===== src/rtl/pc_unit.sv =====
// pc_unit: 6502 program counter datapath.
// Holds PCL/PCH, selects each half from itself or the ADL/ADH buses, increments
// across both halves with carry, and drives PCL/PCH onto DB/ADL/ADH (registered).
// Optional build macro PC_CONFLICT_EN adds the registered 'conflict' flag output.

module pc_unit #(
    parameter logic [15:0] RESET_PC = 16'h0000,
    parameter logic [7:0]  BUS_IDLE = 8'hFF
) (
    input  logic        PHI0,
    input  logic        n_RES,
    input  logic        n_ready,
    input  logic        PCL_PCL,
    input  logic        ADL_PCL,
    input  logic        PCH_PCH,
    input  logic        ADH_PCH,
    input  logic        INC_PC,
    input  logic        PCL_DB,
    input  logic        PCH_DB,
    input  logic        PCL_ADL,
    input  logic        PCH_ADH,
    input  logic [7:0]  ADL,
    input  logic [7:0]  ADH,
    output logic [7:0]  DB_out,
    output logic        DB_drv,
    output logic [7:0]  ADL_out,
    output logic        ADL_drv,
    output logic [7:0]  ADH_out,
    output logic        ADH_drv,
    output logic [15:0] PC
`ifdef PC_CONFLICT_EN
    ,
    output logic        conflict
`endif
);

    logic [7:0] pcl_q, pch_q;
    logic [7:0] pcl_sel, pch_sel;
    logic [7:0] pcl_d, pch_d;
    logic       pcl_carry;

    // PCL_PCL / PCH_PCH only matter as the hold path: bus load wins, and
    // "neither set" also holds, so they never change the selected value.
    logic unused_hold_sel;
    assign unused_hold_sel = PCL_PCL ^ PCH_PCH;

    // Select stage and ripple increment; carry reaches PCH in the same cycle.
    always_comb begin
        pcl_sel              = ADL_PCL ? ADL : pcl_q;
        pch_sel              = ADH_PCH ? ADH : pch_q;
        {pcl_carry, pcl_d}   = {1'b0, pcl_sel} + {8'h00, INC_PC};
        pch_d                = pch_sel + {7'h00, pcl_carry};
    end

    // PC registers; a stall (n_ready = 1) freezes both halves.
    always_ff @(posedge PHI0 or negedge n_RES) begin
        if (!n_RES) begin
            pcl_q <= RESET_PC[7:0];
            pch_q <= RESET_PC[15:8];
        end else if (!n_ready) begin
            pcl_q <= pcl_d;
            pch_q <= pch_d;
        end
    end

    // Bus drives from the pre-update PC; not affected by the stall.
    always_ff @(posedge PHI0 or negedge n_RES) begin
        if (!n_RES) begin
            DB_drv  <= 1'b0;
            DB_out  <= BUS_IDLE;
            ADL_drv <= 1'b0;
            ADL_out <= BUS_IDLE;
            ADH_drv <= 1'b0;
            ADH_out <= BUS_IDLE;
        end else begin
            DB_drv  <= PCL_DB | PCH_DB;
            DB_out  <= PCL_DB ? pcl_q : (PCH_DB ? pch_q : BUS_IDLE);
            ADL_drv <= PCL_ADL;
            ADL_out <= PCL_ADL ? pcl_q : BUS_IDLE;
            ADH_drv <= PCH_ADH;
            ADH_out <= PCH_ADH ? pch_q : BUS_IDLE;
        end
    end

`ifdef PC_CONFLICT_EN
    // One-cycle flag for contradictory select or DB drive requests.
    always_ff @(posedge PHI0 or negedge n_RES) begin
        if (!n_RES) begin
            conflict <= 1'b0;
        end else begin
            conflict <= (ADL_PCL & PCL_PCL) | (ADH_PCH & PCH_PCH) | (PCL_DB & PCH_DB);
        end
    end
`endif

    assign PC = {pch_q, pcl_q};

endmodule


===== config.mk =====
export PLATFORM = sky130hd
export DESIGN_NAME = pc_unit
export DESIGN_NICKNAME = d
export VERILOG_FILES = /design/src/rtl/pc_unit.sv
export SDC_FILE = /design/constraint.sdc
export NUM_CORES = 1
export LEC_CHECK = 0
export CAP_MARGIN = 25
export CORE_AREA = 2 2 79 81
export CTS_CLUSTER_SIZE = 16
export DETAILED_ROUTE_END_ITERATION = 10
export DIE_AREA = 0 0 81 83
export PLACE_DENSITY = 0.68
export SLEW_MARGIN = 20
export SYNTH_ARGS = -nofsm -noshare
export SYNTH_HDL_FRONTEND = slang
export SYNTH_SLANG_ARGS = --single-unit

===== constraint.sdc =====
create_clock -name PHI0 -period 3.47 [get_ports PHI0]
set_clock_uncertainty 0.15 [all_clocks]
set_input_delay 1.041 -clock PHI0 [delete_from_list [all_inputs] [get_ports PHI0]]
set_output_delay 1.041 -clock PHI0 [all_outputs]
set_load 0.01 [all_outputs]

==> summary.log <==
[outcome] outcome finished clean
[logic_synthesis] Synthesis Warnings 0
[global_routing] wire length of the first global-routing pass 9.16 mm
[power] Peak VDD IR 0.000188 V
[setup_path] Critical Path End Type flop
[logic_synthesis] post-synthesis async set-or-reset flop share 100%
[setup_path] Max stage delay on crit path 0.46 ns
[clocking] CTS Sinks 43
[global_routing] Congestion Overflow GR 0
[clocking] clock tree from TritonCTS yes
[floorplanning] die span in y 83 um
[power] proportion of power drawn by the clock network 27.4%
[global_routing] antenna violations before repair 0
[drt] Vias 1970
[place] # port buffers 68
[clocking] clock slew at reported path FFs 0.08 ns
[floorplanning] x dimension of the die 81 um
[global_routing] via count of the first global-routing pass 1891
[logic_synthesis] main area contributors after synthesis sky130_fd_sc_hd__dfstp_2, sky130_fd_sc_hd__dfrtp_1, sky130_fd_sc_hd__a21oi_1, sky130_fd_sc_hd__mux2_2, sky130_fd_sc_hd__nand2_1
[clocking] CTS buffer count 5
[clocking] count of H-tree levels built during CTS 2
[logic_synthesis] area of the mapped netlist 0.00226 mm2
[timing] Final Critical Period 3.23 ns
[hold_path] kind of path behind the tightest hold check reg2reg
[layout] Diodes inserted 0
[timing] final number of max-transition violations 0
[setup_path] critical-path maximum fanout 4
[clocking] number of setup buffers added after CTS 0
[drt] Routed Antenna Nets 0
[floorplanning] core region area 0.00582 mm2
[logic_synthesis] average instance area after synthesis 10.3 um2
[timing] Fmax achieved 309 MHz
[setup_path] Crit path arrival time 3.26 ns
[timing] setup repair after global routing missed its margin false
[power] register share of total power 44.9%
[drt] number of design rule violations left after detail routing 0
[setup_path] cell mode on critical path sky130_fd_sc_hd__ha_2
[power] switching power of the nets 414 uW
[drt] Wirelength per Cell 15.2 um
[power] power density over cell area 444 mW/mm2
[floorplanning] ports placed on the boundary 71
[logic_synthesis] leading area contributor after synthesis sky130_fd_sc_hd__dfstp_2
[timing] Final Setup Violations 0
[logic_synthesis] number of nets in the synthesized netlist 251
[setup_path] category of the critical setup timing path in2reg
[layout] utilization after layout 56.7%
[floorplanning] row cnt 28
[place] global placer's final weighted congestion 0.863
[power] part of the power in combinational logic 27.7%
[setup_path] critical path's slowest cell sky130_fd_sc_hd__clkdlybuf4s50_1
[logic_synthesis] number of enable-type register cells in the synthesized netlist 0
[floorplanning] Die ar. 0.00672 mm2
[logic_synthesis] count of unique library cells instantiated by Yosys 53
[flow_run] max-capacitance violation count 0
[floorplanning] initial standard-cell utilization of the core 38.9%
[clocking] source-to-sink clock delay at the later pin of the worst-skew pair 0.30 ns
[clocking] maximum clock path buffer count 2
[power] leakage power total 1.34 nW
[layout] filler instances 524
[timing] total count of hold-check failures in the final report 0
[logic_synthesis] share of the yosys chip area belonging to registers 48.9%
[logic_synthesis] Post-synth top flop sky130_fd_sc_hd__dfstp_2
[timing] transition time of the tightest slew-check pin 0.619 ns
[global_routing] combined global-route utilization of all metal layers 17.5%
[logic_synthesis] synthesized instance count 219
[setup_path] required time at the endpoint of the critical path 3.50 ns
[power] post-route total power 1.46 mW
[logic_synthesis] cell with the most instances after synthesis sky130_fd_sc_hd__dfstp_2
[layout] layout cells sized above 1 23.4%
[setup_path] critical path startpoint category input pin
[drt] Iteration-0 DRC Markers 88
[timing] headroom to the max-slew limit 58.6%
[drt] iteration count of the initial detailed-routing pass 4
[global_routing] largest net degree at the start of global routing 44
[drt] total wire length 5.74 mm
[setup_path] worst path cell trace clkdlybuf4s50_1 > nand2_1 > o21ai_1 > ha_2 > ha_2 > nand3_1 > nor2_2 > ha_4 > nand4_1 > a21oi_1 > xnor2_1 > a222oi_1
[power] Cell Int Power 1.05 mW
[place] Detailed Place HPWL 4.22 mm
[layout] NumNets Final 334
[layout] area added between synthesis and finish 46.0%
[logic_synthesis] share of the synthesized area in the top cell type 27.9%
[drt] drt via density 5.21
[power] switching share of total power 28.3%
[logic_synthesis] FF+latch count, synth 43
[timing] portion of the clock cycle consumed by the worst path in the final layout 93.2%
[logic_synthesis] ranking of synthesized cells by instance count sky130_fd_sc_hd__dfstp_2, sky130_fd_sc_hd__nand2_1, sky130_fd_sc_hd__dfrtp_1, sky130_fd_sc_hd__a21oi_1, sky130_fd_sc_hd__inv_1
[clocking] cell at the root of the clock tree sky130_fd_sc_hd__clkbuf_8
[clocking] count of hold-fix buffers inserted at cts 0
==> cell type report <==
class / instances / area, um2 / area share, %
flip-flops and latches: 43 / 1110 / 33.5
repair buffers: 86 / 826 / 25.0
multi-input cells: 153 / 1100 / 33.4
inverters: 13 / 48.8 / 1.48
well taps: 75 / 93.8 / 2.84
clock buffers: 8 / 123 / 3.72
==> logic make-up (layout without fill, tap and decap cells) <==
| logic type | count (synthesis) | in the layout | share of synthesized area [%] |
|---|---|---|---|
| AOI/OAI and AO/OA | 49 | 49 | 15.1 |
| buffers and inverters | 23 | 107 | 4.32 |
| adders and majority gates | 4 | 4 | 2.21 |
| xor gates and xnor gates | 7 | 7 | 2.71 |
| muxes | 12 | 12 | 5.92 |
| DFF | 43 | 43 | 48.9 |
| and+or+nand+nor | 81 | 81 | 20.8 |
==> power groups by stage <==
stage	sequential, mW	clock (mW)	combinational [mW]
final	0.658	0.400	0.406
after global routing	0.668	0.433	0.443
after CTS	0.659	0.409	0.403
after detailed placement	0.668	0	0.401
after global placement	0.666	0	0.395
after floorplan	0.687	0	0.141
==> worst max-delay path: cells and delay by family <==
family / cells / cell delay, ns
AO/OA/AOI/OAI: 3 / 0.64
adder cells (fa/ha/maj): 3 / 0.55
AND/OR/NAND/NOR: 4 / 0.47
buffers and inverters: 1 / 0.46
XOR/XNOR: 1 / 0.09
==> flip-flops by register name, summed over array words and instances, names as in the netlist <==
signal   flops
pcl_q        8
pch_q        8
DB_drv       1
ADL_out      8
DB_out       8
ADL_drv      1
ADH_drv      1
ADH_out      8
==> final timing paths <==
kind	slack [ns]	to	cells after the start	startpoint
setup / recovery	0.24	pch_q[5]$_DFFE_PN0N_	12	ADL[0]
hold / removal	0.41	pcl_q[0]$_DFFE_PN0N_	1	pcl_q[0]$_DFFE_PN0N_
setup reg to reg	0.97	pch_q[5]$_DFFE_PN0N_	11	pcl_q[0]$_DFFE_PN0N_
hold reg to reg	0.41	pcl_q[0]$_DFFE_PN0N_	1	pcl_q[0]$_DFFE_PN0N_
max in group asynchronous	2.23	ADH_out[4]$_DFF_PN1_	2	n_RES
min in group asynchronous	0.43	pcl_q[1]$_DFFE_PN0N_	1	n_RES
==> per-layer routing <==
layer	track usage, %	wire length, um	share of wire [%]
met2	26.2	2630	46
met5	0	0	0
met3	3.91	309	5.4
met4	6.63	120	2.1
met1	24.4	2680	47
==> placed cells by master (no fill, tap or decap), types with 3 or more instances in the layout <==
| master | instances |
|---|---|
| sky130_fd_sc_hd__a21oi_1 | 17 |
| sky130_fd_sc_hd__dfrtp_1 | 19 |
| sky130_fd_sc_hd__clkdlybuf4s50_1 | 66 |
| sky130_fd_sc_hd__nand3_1 | 6 |
| sky130_fd_sc_hd__nor3b_1 | 9 |
| sky130_fd_sc_hd__nor3_1 | 4 |
| sky130_fd_sc_hd__nand4_1 | 3 |
| sky130_fd_sc_hd__inv_1 | 13 |
| sky130_fd_sc_hd__nand2_1 | 21 |
| sky130_fd_sc_hd__xnor2_1 | 5 |
| sky130_fd_sc_hd__nor2_1 | 10 |
| sky130_fd_sc_hd__buf_4 | 17 |
| sky130_fd_sc_hd__dfstp_2 | 24 |
| sky130_fd_sc_hd__nand2b_1 | 9 |
| sky130_fd_sc_hd__mux2_2 | 7 |
| sky130_fd_sc_hd__and3_1 | 3 |
| sky130_fd_sc_hd__o21ai_0 | 6 |
| sky130_fd_sc_hd__clkbuf_8 | 5 |
| sky130_fd_sc_hd__mux2i_1 | 4 |
| sky130_fd_sc_hd__nand3b_1 | 4 |
==> metrics by stage <==
step	hold slack (ns)	setup slack (ns)	setup TNS [ns]	instance area [um2]	instances
finish	0.405	0.236	0	3300	378
global route	0.426	0.0256	0	3300	378
CTS	0.409	-0.00392	-0.00392	3250	377
detailed placement	0.376	-0.340	-1.46	3130	369
global placement	0.361	-0.297	-1.24	3130	369
floorplan	0.391	0.0353	0	2280	219
==> what timing repair did <==
item / 4_1_cts / 5_1_grt
endpoints found under the hold margin: 0 / 0
cloned: 0 / 0
pin swaps: 0 / 3
resized for setup: 1 / 7
setup endpoints to repair: 2 / 6
No activity file was read; power rests on OpenSTA's default activity.
==> RTL edit (same flow settings) <==
Set the parameter `BUS_IDLE` to 8'h80 (it was 8'hFF).
--- a/src/rtl/pc_unit.sv
+++ b/src/rtl/pc_unit.sv
@@ -5,7 +5,7 @@
 
 module pc_unit #(
     parameter logic [15:0] RESET_PC = 16'h0000,
-    parameter logic [7:0]  BUS_IDLE = 8'hFF
+    parameter logic [7:0]  BUS_IDLE = 8'h80
 ) (
     input  logic        PHI0,
     input  logic        n_RES,
Formal check against the unedited RTL: not equivalent (Yosys sat finds a counterexample within 4 cycles, from zero or initial values).
==> RTL edit against the original RTL <==
Register-to-register slack got worse by 0.03 ns; sequential power up 0.8%; sequential share of layout area fell by 1.3 points; wire length down 2.1%; worst setup slack got worse by 0.030 ns; design area is 1.5% higher; synthesized cell count fell by 0.46%; final cell count is 1.1% higher; global-route usage up 0.17 points; sequential cell count unchanged; area after synthesis increased by 1.3%; non-clock buffer count grew 4; power up 1.3%; critical path type unchanged.
==> RTL edit: results (changes against the original RTL) <==
[final_layout]
multi_input_cells=160  ; +4.6%
area_share_nonclk_buffers_pct=25.8  ; +0.76 points
buffers=90  ; +4.7%
regArea_um2=1080  ; -2.4%
nNetsFinal=338  ; +1.2%
fill_cells=508  ; -3.1%
clk_share_pct=3.36  ; -0.35 points
multi_input_area_share_pct=35.1  ; +1.7 points
fin_cells=382  ; +1.1%
n_clock_buffer=5  ; -3

[clock_tree]
cts_resized=0  ; -1

[setup_path]
cp.arrival_ns=3.30  ; +0.04 ns
rr_worst_depth=8  ; -3
r2r_slack_ns=0.94  ; -0.03 ns
r2r_end=pch_q[7]
crit_family=simple AND/OR/NAND/NOR gates
rr_startpoint=pcl_q[4]

[synth]
synth_nets=250  ; -0.40%
synth_ff_type=dfrtp_1
synth_compound_area_share_pct=14.5  ; -0.53 points
ys_types=55  ; +3.8%
synth_common_cells=40 x dfrtp_1, 25 x nand2_1, 13 x and2_1, 12 x o21ai_0
syn_area_per_cell_um2=10.5  ; +1.8%
synthTopCellsByArea=dfrtp_1 44%, mux2_2 4.4%, nand2_1 4.1%, and2_1 3.6%, dfstp_2 3.4%
ys_seq_area_share_pct=47.2  ; -1.8 points
muxShareOfSynthArea_pct=6.83  ; +0.91 points
synth_xor_area_share_pct=2.68  ; -0.036 points
synth_fa_ha_area_share_pct=2.19  ; -0.029 points

[global_routing]
use_met2_pct=28.0  ; +1.8 points
grt_use_met1_pct=24.3  ; -0.051 points
grt_pass1_vias=1902  ; +0.58%
grt.total_usage_pct=17.6  ; +0.17 points

[sta]
tightest_slew_ns=0.555  ; -0.0640 ns

[power]
p_leak_nw=1.42  ; +6.1%
ir_drop_mv=0.206  ; +9.6%
p_clk_uw=390  ; -3%
power_switching_uw=437  ; +5.5%
internal_power_mw=1.05  ; -0.35%

[placed_design]
finalWeightedCongestion=0.871  ; +1.0%
dp_hpwl_um=4190  ; -0.58%
dp_cells=373  ; +1.1%
pre_cts_slack_ns=-0.284  ; +0.0563 ns

[status]
status=finished, final reports clean

[routing]
met3WireLength_um=409  ; +32%
vias=2016  ; +2.3%
drt_iter0_drc=73  ; -17%
dr_wl_met2_um=2760  ; +4.8%

## RTL edit: cell count changes after synthesis, sizes merged, moves of 5 or more
cell    change
dfstp      -21
nand2b      -7
inv         -7
clkbuf      -5
a21oi       -8
dfrtp      +21
nor3b       -7
and2       +14
## RTL edit: how the worst min path moves through the flow
stage	slack [ns]	end	cells past startpoint	from
finish	0.43	ADL_out[0]	1	pcl_q[0]
global route	0.46	ADL_out[0]	1	pcl_q[0]
CTS	0.43	ADL_out[0]	1	pcl_q[0]
detailed placement	0.40	ADL_out[0]	1	pcl_q[0]
global placement	0.40	ADL_out[0]	1	pcl_q[0]
floorplan	0.40	DB_out[0]	2	pcl_q[0]
## RTL edit: metrics by stage
step           cell area, um^2  utilization, %
6_report                  3350            57.6
5_1_grt                   3350            57.6
4_1_cts                   3310            57.0
3_5_place_dp              3200            55.1
3_3_place_gp              3200            55.1
2_1_floorplan             2330               -
